--- src/rtl/sample_dac_tx.sv ---
// sample_dac_tx
//
// Sink for the tone generator's mixed-sample stream. Each 16-bit sample
// strobed in on data_valid_in is sent to an external serial DAC as one
// I2S-style stereo frame: the mono sample is sent MSB first on the left
// channel (lrck=0), then again on the right channel (lrck=1). Data and
// lrck change only on falling edges of bclk. A one-entry pending buffer
// holds a sample that arrives mid-frame. When a sample is dropped, a
// sticky overrun flag is set.
//
// Optional build macro:
//   OFFSET_BINARY_EN - when defined, the sample MSB is inverted on capture.
//                      This converts two's complement to offset binary for
//                      unsigned DACs. Timing is unchanged.
//
// Parameters:
//   BCLK_DIV       system clocks per bclk half-period (1..255)
//
// Ports:
//   clk_in         system clock
//   reset_n_in     asynchronous active-low reset
//   data_in        sample word, sampled only while data_valid_in=1
//   data_valid_in  one-cycle sample strobe
//   dac_bclk_out   serial bit clock (DAC samples on rising edge)
//   dac_lrck_out   word select, 0 = left, 1 = right
//   dac_data_out   serial data, MSB first
//   busy_out       high while a frame is being shifted
//   overrun_out    sticky, a sample was dropped; cleared only by reset

module sample_dac_tx #(
    parameter int BCLK_DIV = 8
) (
    input  logic        clk_in,
    input  logic        reset_n_in,
    input  logic [15:0] data_in,
    input  logic        data_valid_in,
    output logic        dac_bclk_out,
    output logic        dac_lrck_out,
    output logic        dac_data_out,
    output logic        busy_out,
    output logic        overrun_out
);

    typedef enum logic {IDLE = 1'b0, SHIFT = 1'b1} state_t;

    localparam logic [7:0] DIV_LAST = 8'(BCLK_DIV - 1);

    state_t      state_q, state_d;
    logic [31:0] shift_q, shift_d;
    logic [7:0]  div_q, div_d;
    logic [4:0]  bit_q, bit_d;
    logic        bclk_q, bclk_d;
    logic        lrck_q, lrck_d;
    logic [15:0] pend_q, pend_d;
    logic        pend_vld_q, pend_vld_d;
    logic        ovr_q, ovr_d;

    logic        div_tc;
    logic        bclk_fall;
    logic        frame_end;
    logic        load;
    logic [15:0] load_word;
    logic [4:0]  bit_inc;

    function automatic logic [15:0] capture(input logic [15:0] s);
`ifdef OFFSET_BINARY_EN
        return {~s[15], s[14:0]};
`else
        return s;
`endif
    endfunction

    assign div_tc    = (state_q == SHIFT) && (div_q == DIV_LAST);
    // bclk is high when the divider wraps, so this wrap drives bclk low.
    assign bclk_fall = div_tc && bclk_q;
    assign frame_end = bclk_fall && (bit_q == 5'd31);
    assign bit_inc   = bit_q + 5'd1;

    // State register
    always_ff @(posedge clk_in or negedge reset_n_in) begin
        if (!reset_n_in) begin
            state_q <= IDLE;
        end else begin
            state_q <= state_d;
        end
    end

    // Next-state logic
    always_comb begin
        state_d = state_q;
        case (state_q)
            IDLE:    if (data_valid_in) state_d = SHIFT;
            SHIFT:   if (frame_end && !data_valid_in && !pend_vld_q) state_d = IDLE;
            default: state_d = IDLE;
        endcase
    end

    // Datapath next-state: divider, bit counter, shifter, pending buffer
    always_comb begin
        shift_d    = shift_q;
        div_d      = div_q;
        bit_d      = bit_q;
        bclk_d     = bclk_q;
        lrck_d     = lrck_q;
        pend_d     = pend_q;
        pend_vld_d = pend_vld_q;
        ovr_d      = ovr_q;
        load       = 1'b0;
        load_word  = capture(data_in);

        case (state_q)
            IDLE: begin
                if (data_valid_in) load = 1'b1;
            end
            SHIFT: begin
                if (div_tc) begin
                    div_d  = 8'd0;
                    bclk_d = ~bclk_q;
                end else begin
                    div_d  = div_q + 8'd1;
                end

                if (frame_end) begin
                    // A fresh strobe takes precedence over the buffered
                    // sample. The buffered sample is then lost.
                    if (data_valid_in) begin
                        load = 1'b1;
                        if (pend_vld_q) ovr_d = 1'b1;
                    end else if (pend_vld_q) begin
                        load      = 1'b1;
                        load_word = pend_q;
                    end else begin
                        shift_d = 32'd0;
                        bclk_d  = 1'b0;
                        lrck_d  = 1'b0;
                        div_d   = 8'd0;
                        bit_d   = 5'd0;
                    end
                end else begin
                    if (bclk_fall) begin
                        bit_d   = bit_inc;
                        shift_d = {shift_q[30:0], 1'b0};
                        lrck_d  = bit_inc[4];
                    end
                    if (data_valid_in) begin
                        pend_d     = capture(data_in);
                        pend_vld_d = 1'b1;
                        if (pend_vld_q) ovr_d = 1'b1;
                    end
                end
            end
            default: ;
        endcase

        if (load) begin
            shift_d    = {load_word, load_word};
            bclk_d     = 1'b0;
            lrck_d     = 1'b0;
            div_d      = 8'd0;
            bit_d      = 5'd0;
            pend_vld_d = 1'b0;
        end
    end

    always_ff @(posedge clk_in or negedge reset_n_in) begin
        if (!reset_n_in) begin
            shift_q    <= 32'd0;
            div_q      <= 8'd0;
            bit_q      <= 5'd0;
            bclk_q     <= 1'b0;
            lrck_q     <= 1'b0;
            pend_q     <= 16'd0;
            pend_vld_q <= 1'b0;
            ovr_q      <= 1'b0;
        end else begin
            shift_q    <= shift_d;
            div_q      <= div_d;
            bit_q      <= bit_d;
            bclk_q     <= bclk_d;
            lrck_q     <= lrck_d;
            pend_q     <= pend_d;
            pend_vld_q <= pend_vld_d;
            ovr_q      <= ovr_d;
        end
    end

    // Outputs. The serial bit is the shifter MSB, which is cleared in IDLE.
    always_comb begin
        busy_out     = (state_q == SHIFT);
        dac_bclk_out = bclk_q;
        dac_lrck_out = lrck_q;
        dac_data_out = shift_q[31];
        overrun_out  = ovr_q;
    end

endmodule

--- config.mk ---
export PLATFORM = sky130hd
export DESIGN_NAME = sample_dac_tx
export DESIGN_NICKNAME = d
export VERILOG_FILES = /design/src/rtl/sample_dac_tx.sv
export SDC_FILE = /design/constraint.sdc
export NUM_CORES = 1
export LEC_CHECK = 0
export ABC_AREA = 0
export CORE_MARGIN = 5
export CORE_UTILIZATION = 53
export DETAILED_ROUTE_END_ITERATION = 16
export PLACE_DENSITY = 0.74
export SYNTH_ARGS = -nofsm -noshare
export SYNTH_HDL_FRONTEND = slang
export SYNTH_SLANG_ARGS = --single-unit
--- constraint.sdc ---
create_clock -name clk_in -period 3.5 [get_ports clk_in]
set_input_delay 0.7 -clock clk_in [delete_from_list [all_inputs] [get_ports clk_in]]
set_output_delay 0.7 -clock clk_in [all_outputs]
set_load 0.02 [all_outputs]
==> results of run 1 <==
## report_power, final
part	switching [mW]	internal (mW)	leakage (nW)
Clock	0.271	0.325	0.0864
Combinational	0.0329	0.0394	0.533
Sequential	0.00841	0.770	0.836
Total	0.313	1.13	1.46
## sequential cells by signal, indices dropped and copies added (netlist names)
signal,count
shift_q,32
overrun_out,1
dac_lrck_out,1
pend_vld_q,1
bit_q,4
pend_q,16
busy_out,1
dac_bclk_out,1
div_q,8
## metal layers
layer / vias up / part of all wire
met5: - / 0
met4: 0 / 0.0098
met3: 6 / 0.039
met2: 37 / 0.48
met1: 1035 / 0.47
li1: 1026 / -
## worst paths after layout
check	endpoint	cells after the start
worst max-delay path	shift_q[6]	9
worst min-delay path	div_q[6]	1
worst max register to register	shift_q[6]	9
worst min register to register	overrun_out	1
max in group asynchronous	shift_q[16]	2
min in group clk_in	overrun_out	1
## cells by family (layout without fill, tap and decap cells)
family	after synthesis	after routing	share of synthesized area
DFF	65	65	0.547
adders and majority gates	4	4	0.0168
AOI/OAI and AO/OA	95	95	0.207
and+or+nand+nor	44	44	0.0787
muxes	34	34	0.122
buffers and inverters	20	49	0.0290
## synthesized netlist by cell type, types with 3 or more instances
master,instances
a22oi_1,31
o21ai_0,44
ha_1,4
nor2_1,5
mux2i_1,17
or3_1,3
buf_2,3
nand2_1,18
mux2_2,17
dfrtp_1,65
nand3_1,4
inv_1,4
a21oi_1,7
clkbuf_1,11
and3_1,3
## through the flow
stage / setup slack, ns / instance area, um2 / hold WS (ns) / power (mW)
2_1_floorplan: 0.894 / 2970 / 0.404 / 0.820
5_1_grt: 0.317 / 3450 / 0.326 / 1.52
3_5_place_dp: 0.524 / 3280 / 0.478 / 0.866
6_report: 0.564 / 3450 / 0.305 / 1.45
4_1_cts: 0.539 / 3450 / 0.305 / 1.47
3_3_place_gp: 0.654 / 3280 / 0.462 / 0.864
## cell usage in the layout (no fill, tap or decap), drive strengths merged, types with 4 or more instances in the layout
cell           netlist  final
a21oi                7      7
mux2i               17     17
inv                  4      4
nor2                 5      5
nand2               18     18
buf                  5      8
dfrtp               65     65
a22oi               31     31
mux2                17     17
clkbuf              11     12
clkdlybuf4s50        0     22
nand3                4      4
o21ai               44     44
ha                   4      4
## worst max-delay path: cells and delay by family (launching register included)
family | cells | cell delay (ns)
flip-flops | 1 | 0.59
multiplexers | 1 | 0.28
adder cells (fa/ha/maj) | 1 | 0.19
buffers and inverters | 2 | 0.51
AO/OA/AOI/OAI | 1 | 0.11
AND/OR/NAND/NOR | 4 | 1.10
## layout make-up
cell class	instances	area, um2
clock inverters	3	42.5
clock buffers	12	135
inverters	4	15.0
multi-input cells	177	1270
repair buffers	30	278
fillers	485	2020
well taps	72	90.1
flip-flops and latches	65	1630
==> impl_metrics.json, run 1 <==
{
  "status": "finished clean",
  "finalHoldViolCount": 0,
  "start_util": 0.543,
  "drive_gt1_frac": 0.158,
  "finClkSkew_ns": 0.00782,
  "synth_nets": 285,
  "antenna_cells": 0,
  "htreeDepth": 3,
  "first_pass_iters": 5,
  "critPathSlowestCell": "dfrtp_1",
  "cp_common_cell": "buf_4",
  "rsz0062_at_grt": "false",
  "drtAntennaViolNets": 0,
  "totalWireLength_mm": 5.64,
  "cp_slowest_stage_delay_ns": 0.59,
  "grt_use_met2": 0.259,
  "nets": 310,
  "slew_headroom": 0.412,
  "critPathRequiredTime_ns": 3.68,
  "area_growth_pct": 16.2,
  "cts.repair.resized": 0,
  "slew_violations": 0,
  "final.setup.tns_ns": 0,
  "ys_seq_area_frac": 0.547,
  "yosysWarnings": 0,
  "ir_drop_v": 0.000314,
  "busiest_layer": "met2",
  "dieArea_um2": 7210,
  "min_period_over_period": 0.839,
  "grt_usage": 0.171,
  "syn_area_um2": 2970,
  "dp.cells": 348,
  "yosys-top-cells-area": "dfrtp_1, a22oi_1, o21ai_0, mux2_2, mux2i_1",
  "hold_buffers": 0,
  "critPathKind": "reg -> reg",
  "drc": 0,
  "routedWlPerCell_um": 15.5,
  "io-pin-count": 24,
  "startpoint": "busy_out",
  "cts.root.buffer_cell": "clkbuf_8",
  "synthArstFlopShare": 1.00,
  "synth_cell_type_count": 36,
  "path_cells": "or4b_4, nor4_1, ha_1, buf_4, nand2_1, nor3_4, buf_4, mux2i_1, o21ai_0",
  "vias_per_cell": 5.80,
  "grt_use_met3": 0.0437,
  "yosysTopAreaCellShare": 0.547,
  "max-clock-path-buffers": 2,
  "grt_pass1_wl_mm": 9.80,
  "cts.sinks": 65,
  "p_leak_nw": 1.46,
  "avgSynthCellArea_um2": 11.4,
  "vias": 2104,
  "row_count": 27,
  "hpwlAfterDp_mm": 3.72,
  "first_global_vias": 2013,
  "final_util": 0.631,
  "routabilityCongestion": 0.760,
  "postCtsSetupBuffers": 0,
  "ys.flop_type": "dfrtp_1",
  "core_area_um2": 5470,
  "tritoncts": "done",
  "die_y_um": 84.9,
  "worstPathMaxFanout": 16,
  "r2r_setup_slack_ns": 0.56,
  "overflow": 0,
  "clkTransAtPathRegs_ns": 0.07,
  "r2r-start": "busy_out",
  "power.density_nw_per_um2": 419,
  "clk_latency_ns": 0.33,
  "setup_viol": 0,
  "worstHoldPathType": "in -> async",
  "synth_cells": 262,
  "end_kind": "flop",
  "grt.met1_usage": 0.236,
  "stdcell_count": 363,
  "cp.arrival_ns": 3.11,
  "grt_antenna_before_repair": 0,
  "synth_top_area_cell": "dfrtp_1",
  "synth_seq_cells": 65,
  "maxCapViolations": 0,
  "grt_max_degree": 34,
  "fin_crit_ns": 2.94,
  "die_w_um": 84.9,
  "port_buffers": 23,
  "synth-edff-count": 0,
  "first_iter_violations": 121,
  "worst_slew_pin_slew_ns": 0.880,
  "worstSetupStartpointType": "flop",
  "max_freq_mhz": 341,
  "cts_buffers": 9
}
No activity file was read; power rests on OpenSTA's default activity.
==> run 2, diff against run 1 <==
--- a/config.mk
+++ b/config.mk
@@ -7,9 +7,9 @@
 export LEC_CHECK = 0
 export ABC_AREA = 0
 export CORE_MARGIN = 5
-export CORE_UTILIZATION = 53
+export CORE_UTILIZATION = 52
 export DETAILED_ROUTE_END_ITERATION = 16
-export PLACE_DENSITY = 0.74
+export PLACE_DENSITY = 0.75
 export SYNTH_ARGS = -nofsm -noshare
 export SYNTH_HDL_FRONTEND = slang
 export SYNTH_SLANG_ARGS = --single-unit
==> constraint.sdc (replaced) <==
create_clock -name clk_in -period 2.5 [get_ports clk_in]
set_input_delay 0.5 -clock clk_in [delete_from_list [all_inputs] [get_ports clk_in]]
set_output_delay 0.5 -clock clk_in [all_outputs]
set_load 0.02 [all_outputs]
==> run 2 against run 1 <==
Via count rose by 3.3%. Hold slack got worse by 0.13 ns. Combinational power rose by 51%.
==> impl_metrics.json, run 2 (synthesis gave the netlist of run 1 again) <==
{
  "status": "finished clean",
  "core_area_um2": 5540,
  "worst_slew_pin_slew_ns": 0.609,
  "vias_per_cell": 5.88,
  "worstPathMaxFanout": 12,
  "hpwlAfterDp_mm": 3.74,
  "ir_drop_v": 0.000415,
  "critPathSlowestCell": "or4b_4",
  "routedWlPerCell_um": 15.4,
  "critPathKind": "reg -> reg",
  "hold_buffers": 0,
  "worstHoldPathType": "in -> async",
  "max-clock-path-buffers": 2,
  "finClkSkew_ns": 0.00629,
  "clk_latency_ns": 0.34,
  "nets": 316,
  "drtAntennaViolNets": 0,
  "maxCapViolations": 0,
  "clkTransAtPathRegs_ns": 0.07,
  "cp_slowest_stage_delay_ns": 0.55,
  "die_w_um": 85.6,
  "cp_top_family": "simple AND/OR/NAND/NOR gates",
  "cts.sinks": 65,
  "regMostFlops": "shift_q",
  "p_leak_nw": 1.53,
  "finalHoldViolCount": 0,
  "htreeDepth": 3,
  "grt_max_degree": 41,
  "power.density_nw_per_um2": 597,
  "cts_buffers": 9,
  "antenna_cells": 0,
  "num-fill-cells": 427,
  "max_freq_mhz": 418,
  "end_kind": "flop",
  "final_common_cell": "dfrtp_1",
  "dieArea_um2": 7330,
  "tritoncts": "done",
  "largestRegisters": "shift_q x32, pend_q x16, div_q x8",
  "area_growth_pct": 21.2,
  "vias": 2174,
  "port_buffers": 23,
  "slew_violations": 0,
  "largest_register_ffs": 32,
  "cp.arrival_ns": 2.61,
  "drc": 0,
  "final_cell_mix": "dfrtp_1, o21ai_0, a22oi_1",
  "path_cells": "or4b_4, nor4_2, ha_2, buf_4, a21boi_2, buf_4, o41ai_4, nor3_1, a211o_1",
  "grt_antenna_before_repair": 0,
  "grt_usage": 0.173,
  "dp_slack_ns": 0.117,
  "first_iter_violations": 144,
  "cts.root.buffer_cell": "clkbuf_8",
  "worstSetupStartpointType": "flop",
  "first_global_vias": 2182,
  "setup_ws_ns": 0.108,
  "row_count": 27,
  "drive_gt1_frac": 0.211,
  "final_util": 0.651,
  "cp_common_cell": "buf_4",
  "crit_cells": 9,
  "fin_crit_ns": 2.39,
  "slew_headroom": 0.594,
  "first_pass_iters": 4,
  "grt_pass1_wl_mm": 10.1,
  "setup_viol": 0,
  "start_util": 0.537,
  "worst-path-buf-inv": 2,
  "overflow": 0,
  "critPathRequiredTime_ns": 2.72,
  "totalWireLength_mm": 5.71,
  "die_y_um": 85.6,
  "reg2reg_depth": 9,
  "routabilityCongestion": 0.759,
  "min_period_over_period": 0.957,
  "io-pin-count": 24,
  "rsz0062_at_grt": "true"
}
run 2: cell types whose count changed in the layout (fill, tap and decap cells not counted), sizes merged:
cell      change
buf           +6
bufinv        +1
clkbuf        -3
clkinv        +4
clkinvlp      -1
run 2: final timing paths:
path	from	to	slack [ns]
max	div_q[7]	div_q[3]	0.11
min in group clk_in	overrun_out	overrun_out	0.48
min	reset_n_in	div_q[4]	0.17
max reg2reg	div_q[7]	div_q[3]	0.11
max in group asynchronous	reset_n_in	pend_q[7]	1.72
min reg2reg	overrun_out	overrun_out	0.48
run 2: through the flow:
stage          TNS (ns)  cells  total power [mW]  instance area [um2]  hold slack, ns
5_1_grt         -0.0280    370              2.24                 3610           0.216
3_3_place_gp          0    354              1.22                 3380           0.463
6_report              0    370              2.15                 3610           0.172
4_1_cts               0    370              2.18                 3590           0.187
2_1_floorplan         0    262              1.15                 2990           0.204
3_5_place_dp          0    354              1.22                 3380           0.462
run 2: metal layers:
metal	part of all wire	vias up	GRT usage
li1	-	1042	-
met1	0.45	1066	0.222
met2	0.49	54	0.285
met3	0.039	12	0.0317
met4	0.020	0	0.0820
met5	0	-	0
run 2: what timing repair did:
| action | 4_1_cts | 5_1_grt |
|---|---|---|
| setup buffers | 0 | 0 |
| setup endpoints to repair | 0 | 6 |
| gates resized for setup | 0 | 4 |
run 2: layout make-up:
type | instances | area (um2) | share of cell area
Clock buffer | 9 | 124 | 0.0344
Clock inverter | 7 | 85.1 | 0.0236
Inverter | 4 | 15.0 | 0.00416
Multi-Input combinational cell | 177 | 1290 | 0.358
Sequential cell | 65 | 1630 | 0.451
Tap cell | 72 | 90.1 | 0.0250
Timing Repair Buffer | 36 | 373 | 0.103
run 2: where the power goes:
part	switching [mW]	internal (mW)
clock	0.399	0.552
sequential	0.0139	1.08
combinational	0.0479	0.0610
==> run 3, diff against run 2 <==
--- a/config.mk
+++ b/config.mk
@@ -10,6 +10,8 @@
 export CORE_UTILIZATION = 52
 export DETAILED_ROUTE_END_ITERATION = 16
 export PLACE_DENSITY = 0.75
+export SETUP_SLACK_MARGIN = 0.15
+export SLEW_MARGIN = 20
 export SYNTH_ARGS = -nofsm -noshare
 export SYNTH_HDL_FRONTEND = slang
 export SYNTH_SLANG_ARGS = --single-unit
==> run 3 against run 2 <==
Worst setup slack improved by 0.023 ns. Register-to-register slack improved by 0.02 ns. Maximum frequency rose by 0.99%. Flip-flop and latch count did not move. Clock-buffer cell count rose by 2. Die area did not move. Critical path type unchanged. Critical endpoint is now shift_q[13]. Via count rose by 1.0%.
==> impl_metrics.json, run 3 (synthesis gave the netlist of run 1 again) <==
{
  "totalWireLength_mm": 6.19,
  "finalHoldViolCount": 0,
  "p_leak_nw": 1.60,
  "routabilityCongestion": 0.761,
  "grt_pass1_wl_mm": 10.7,
  "ir_drop_v": 0.000384,
  "place_area_um2": 3380,
  "final_util": 0.687,
  "rsz0062_at_grt": "true",
  "final_common_cell": "dfrtp_1",
  "largestRegisters": "shift_q x32, pend_q x16, div_q x8",
  "port_buffers": 23,
  "grt_max_degree": 34,
  "first_pass_iters": 4,
  "clk_latency_ns": 0.33,
  "grt_antenna_before_repair": 0,
  "die_y_um": 85.6,
  "cts_buffers": 9,
  "max-clock-path-buffers": 2,
  "critPathRequiredTime_ns": 2.71,
  "routedWlPerCell_um": 16.4,
  "final_cell_mix": "dfrtp_1, o21ai_0, a22oi_1",
  "fin_crit_ns": 2.37,
  "max_freq_mhz": 422,
  "vias_per_cell": 5.82,
  "finClkSkew_ns": 0.00713,
  "end_kind": "flop",
  "antenna_cells": 0,
  "first_iter_violations": 100,
  "status": "finished clean",
  "final.setup.tns_ns": 0,
  "regMostFlops": "shift_q",
  "clkTransAtPathRegs_ns": 0.07,
  "holdWs_ns": 0.165,
  "worstHoldPathType": "in -> async",
  "core_area_um2": 5540,
  "tritoncts": "done",
  "first_global_vias": 2186,
  "nets": 323,
  "setup_viol": 0,
  "hpwlAfterDp_mm": 3.76,
  "worstPathMaxFanout": 8,
  "row_count": 27,
  "largest_register_ffs": 32,
  "cts.root.buffer_cell": "clkbuf_8",
  "slew_headroom": 0.599,
  "cp.arrival_ns": 2.58,
  "final_area_um2": 3810,
  "overflow": 0,
  "min_period_over_period": 0.947,
  "vias": 2196,
  "area_growth_pct": 28.0,
  "dieArea_um2": 7330,
  "cts.sinks": 65,
  "slew_violations": 0,
  "io-pin-count": 24,
  "power.density_nw_per_um2": 585,
  "drc": 0,
  "start_util": 0.537,
  "grt_usage": 0.185,
  "maxCapViolations": 0,
  "drive_gt1_frac": 0.269,
  "htreeDepth": 3,
  "critPathKind": "reg -> reg",
  "die_w_um": 85.6,
  "worstSetupStartpointType": "flop",
  "setup_ws_ns": 0.131,
  "drtAntennaViolNets": 0,
  "worst_slew_pin_slew_ns": 0.601,
  "dp_slack_ns": 0.137
}
-- run 3: changes by cell type in the layout (fill, tap and decap cells not counted), moves of 2 or more --
cell	delta
buf_6	+2
mux2i_4	+7
buf_4	+5
o21ai_0	-5
mux2i_1	-10
o21ai_1	+5
nand2_2	+2
nand2_1	-2
mux2i_2	+3
clkinv_2	-3
clkbuf_8	+2
-- run 3: routing by layer --
metal  part of all wire  wire length [um]  vias to the layer above  global-route usage
li1                   -                 -                     1050                   -
met1               0.44              2710                     1106               0.248
met2               0.51              3180                       32               0.288
met3              0.036               222                        8              0.0500
met4              0.012                74                        0              0.0676
met5                  0                 0                        -                   0
-- run 3: worst paths after layout --
path                       slack [ns]  depth (start not counted)           to   startpoint
setup / recovery                 0.13                          9  shift_q[13]     div_q[7]
hold / removal                   0.16                          1     div_q[4]   reset_n_in
setup reg to reg                 0.13                          9  shift_q[13]     div_q[7]
hold reg to reg                  0.47                          1  overrun_out  overrun_out
max in group asynchronous        1.59                          2  shift_q[17]   reset_n_in
min in group clk_in              0.47                          1  overrun_out  overrun_out
-- run 3: repair_timing --
| item | in CTS | in global routing |
|---|---|---|
| buffers inserted | 2 | 3 |
| cloned | 1 | 0 |
| gates resized for setup | 9 | 22 |
| endpoints found under the setup margin | 34 | 50 |
| pin swaps | 2 | 1 |
| hold buffers | 0 | 0 |
-- run 3: through the flow --
step / cells / power (mW)
floorplan: 262 / 1.15
global placement: 355 / 1.21
detailed placement: 355 / 1.22
CTS: 374 / 2.24
global route: 377 / 2.32
finish: 377 / 2.23
-- run 3: critical path, cell delays in order (launching register included) --
cell and delay, ns:
dfrtp_1 0.39, or4b_4 0.58, nor4_4 0.15, ha_2 0.23, nand2_2 0.08, nor3_4 0.13
buf_6 0.15, buf_12 0.17, mux2i_4 0.27, o21ai_1 0.09
-- run 3: layout make-up --
cell class              count  area (um2)
fillers                   416        1730
inverters                   4        15.0
flip-flops and latches     65        1630
clock buffers              11         151
repair buffers             43         440
clock inverters             5        77.6
well taps                  72        90.1
multi-input cells         177        1400
-- run 3: where the power goes --
part | switching, mW | internal, mW | leakage (nW)
combinational | 0.0523 | 0.0662 | 0.646
sequential | 0.0196 | 1.08 | 0.836
clock | 0.399 | 0.612 | 0.115
total | 0.471 | 1.76 | 1.60
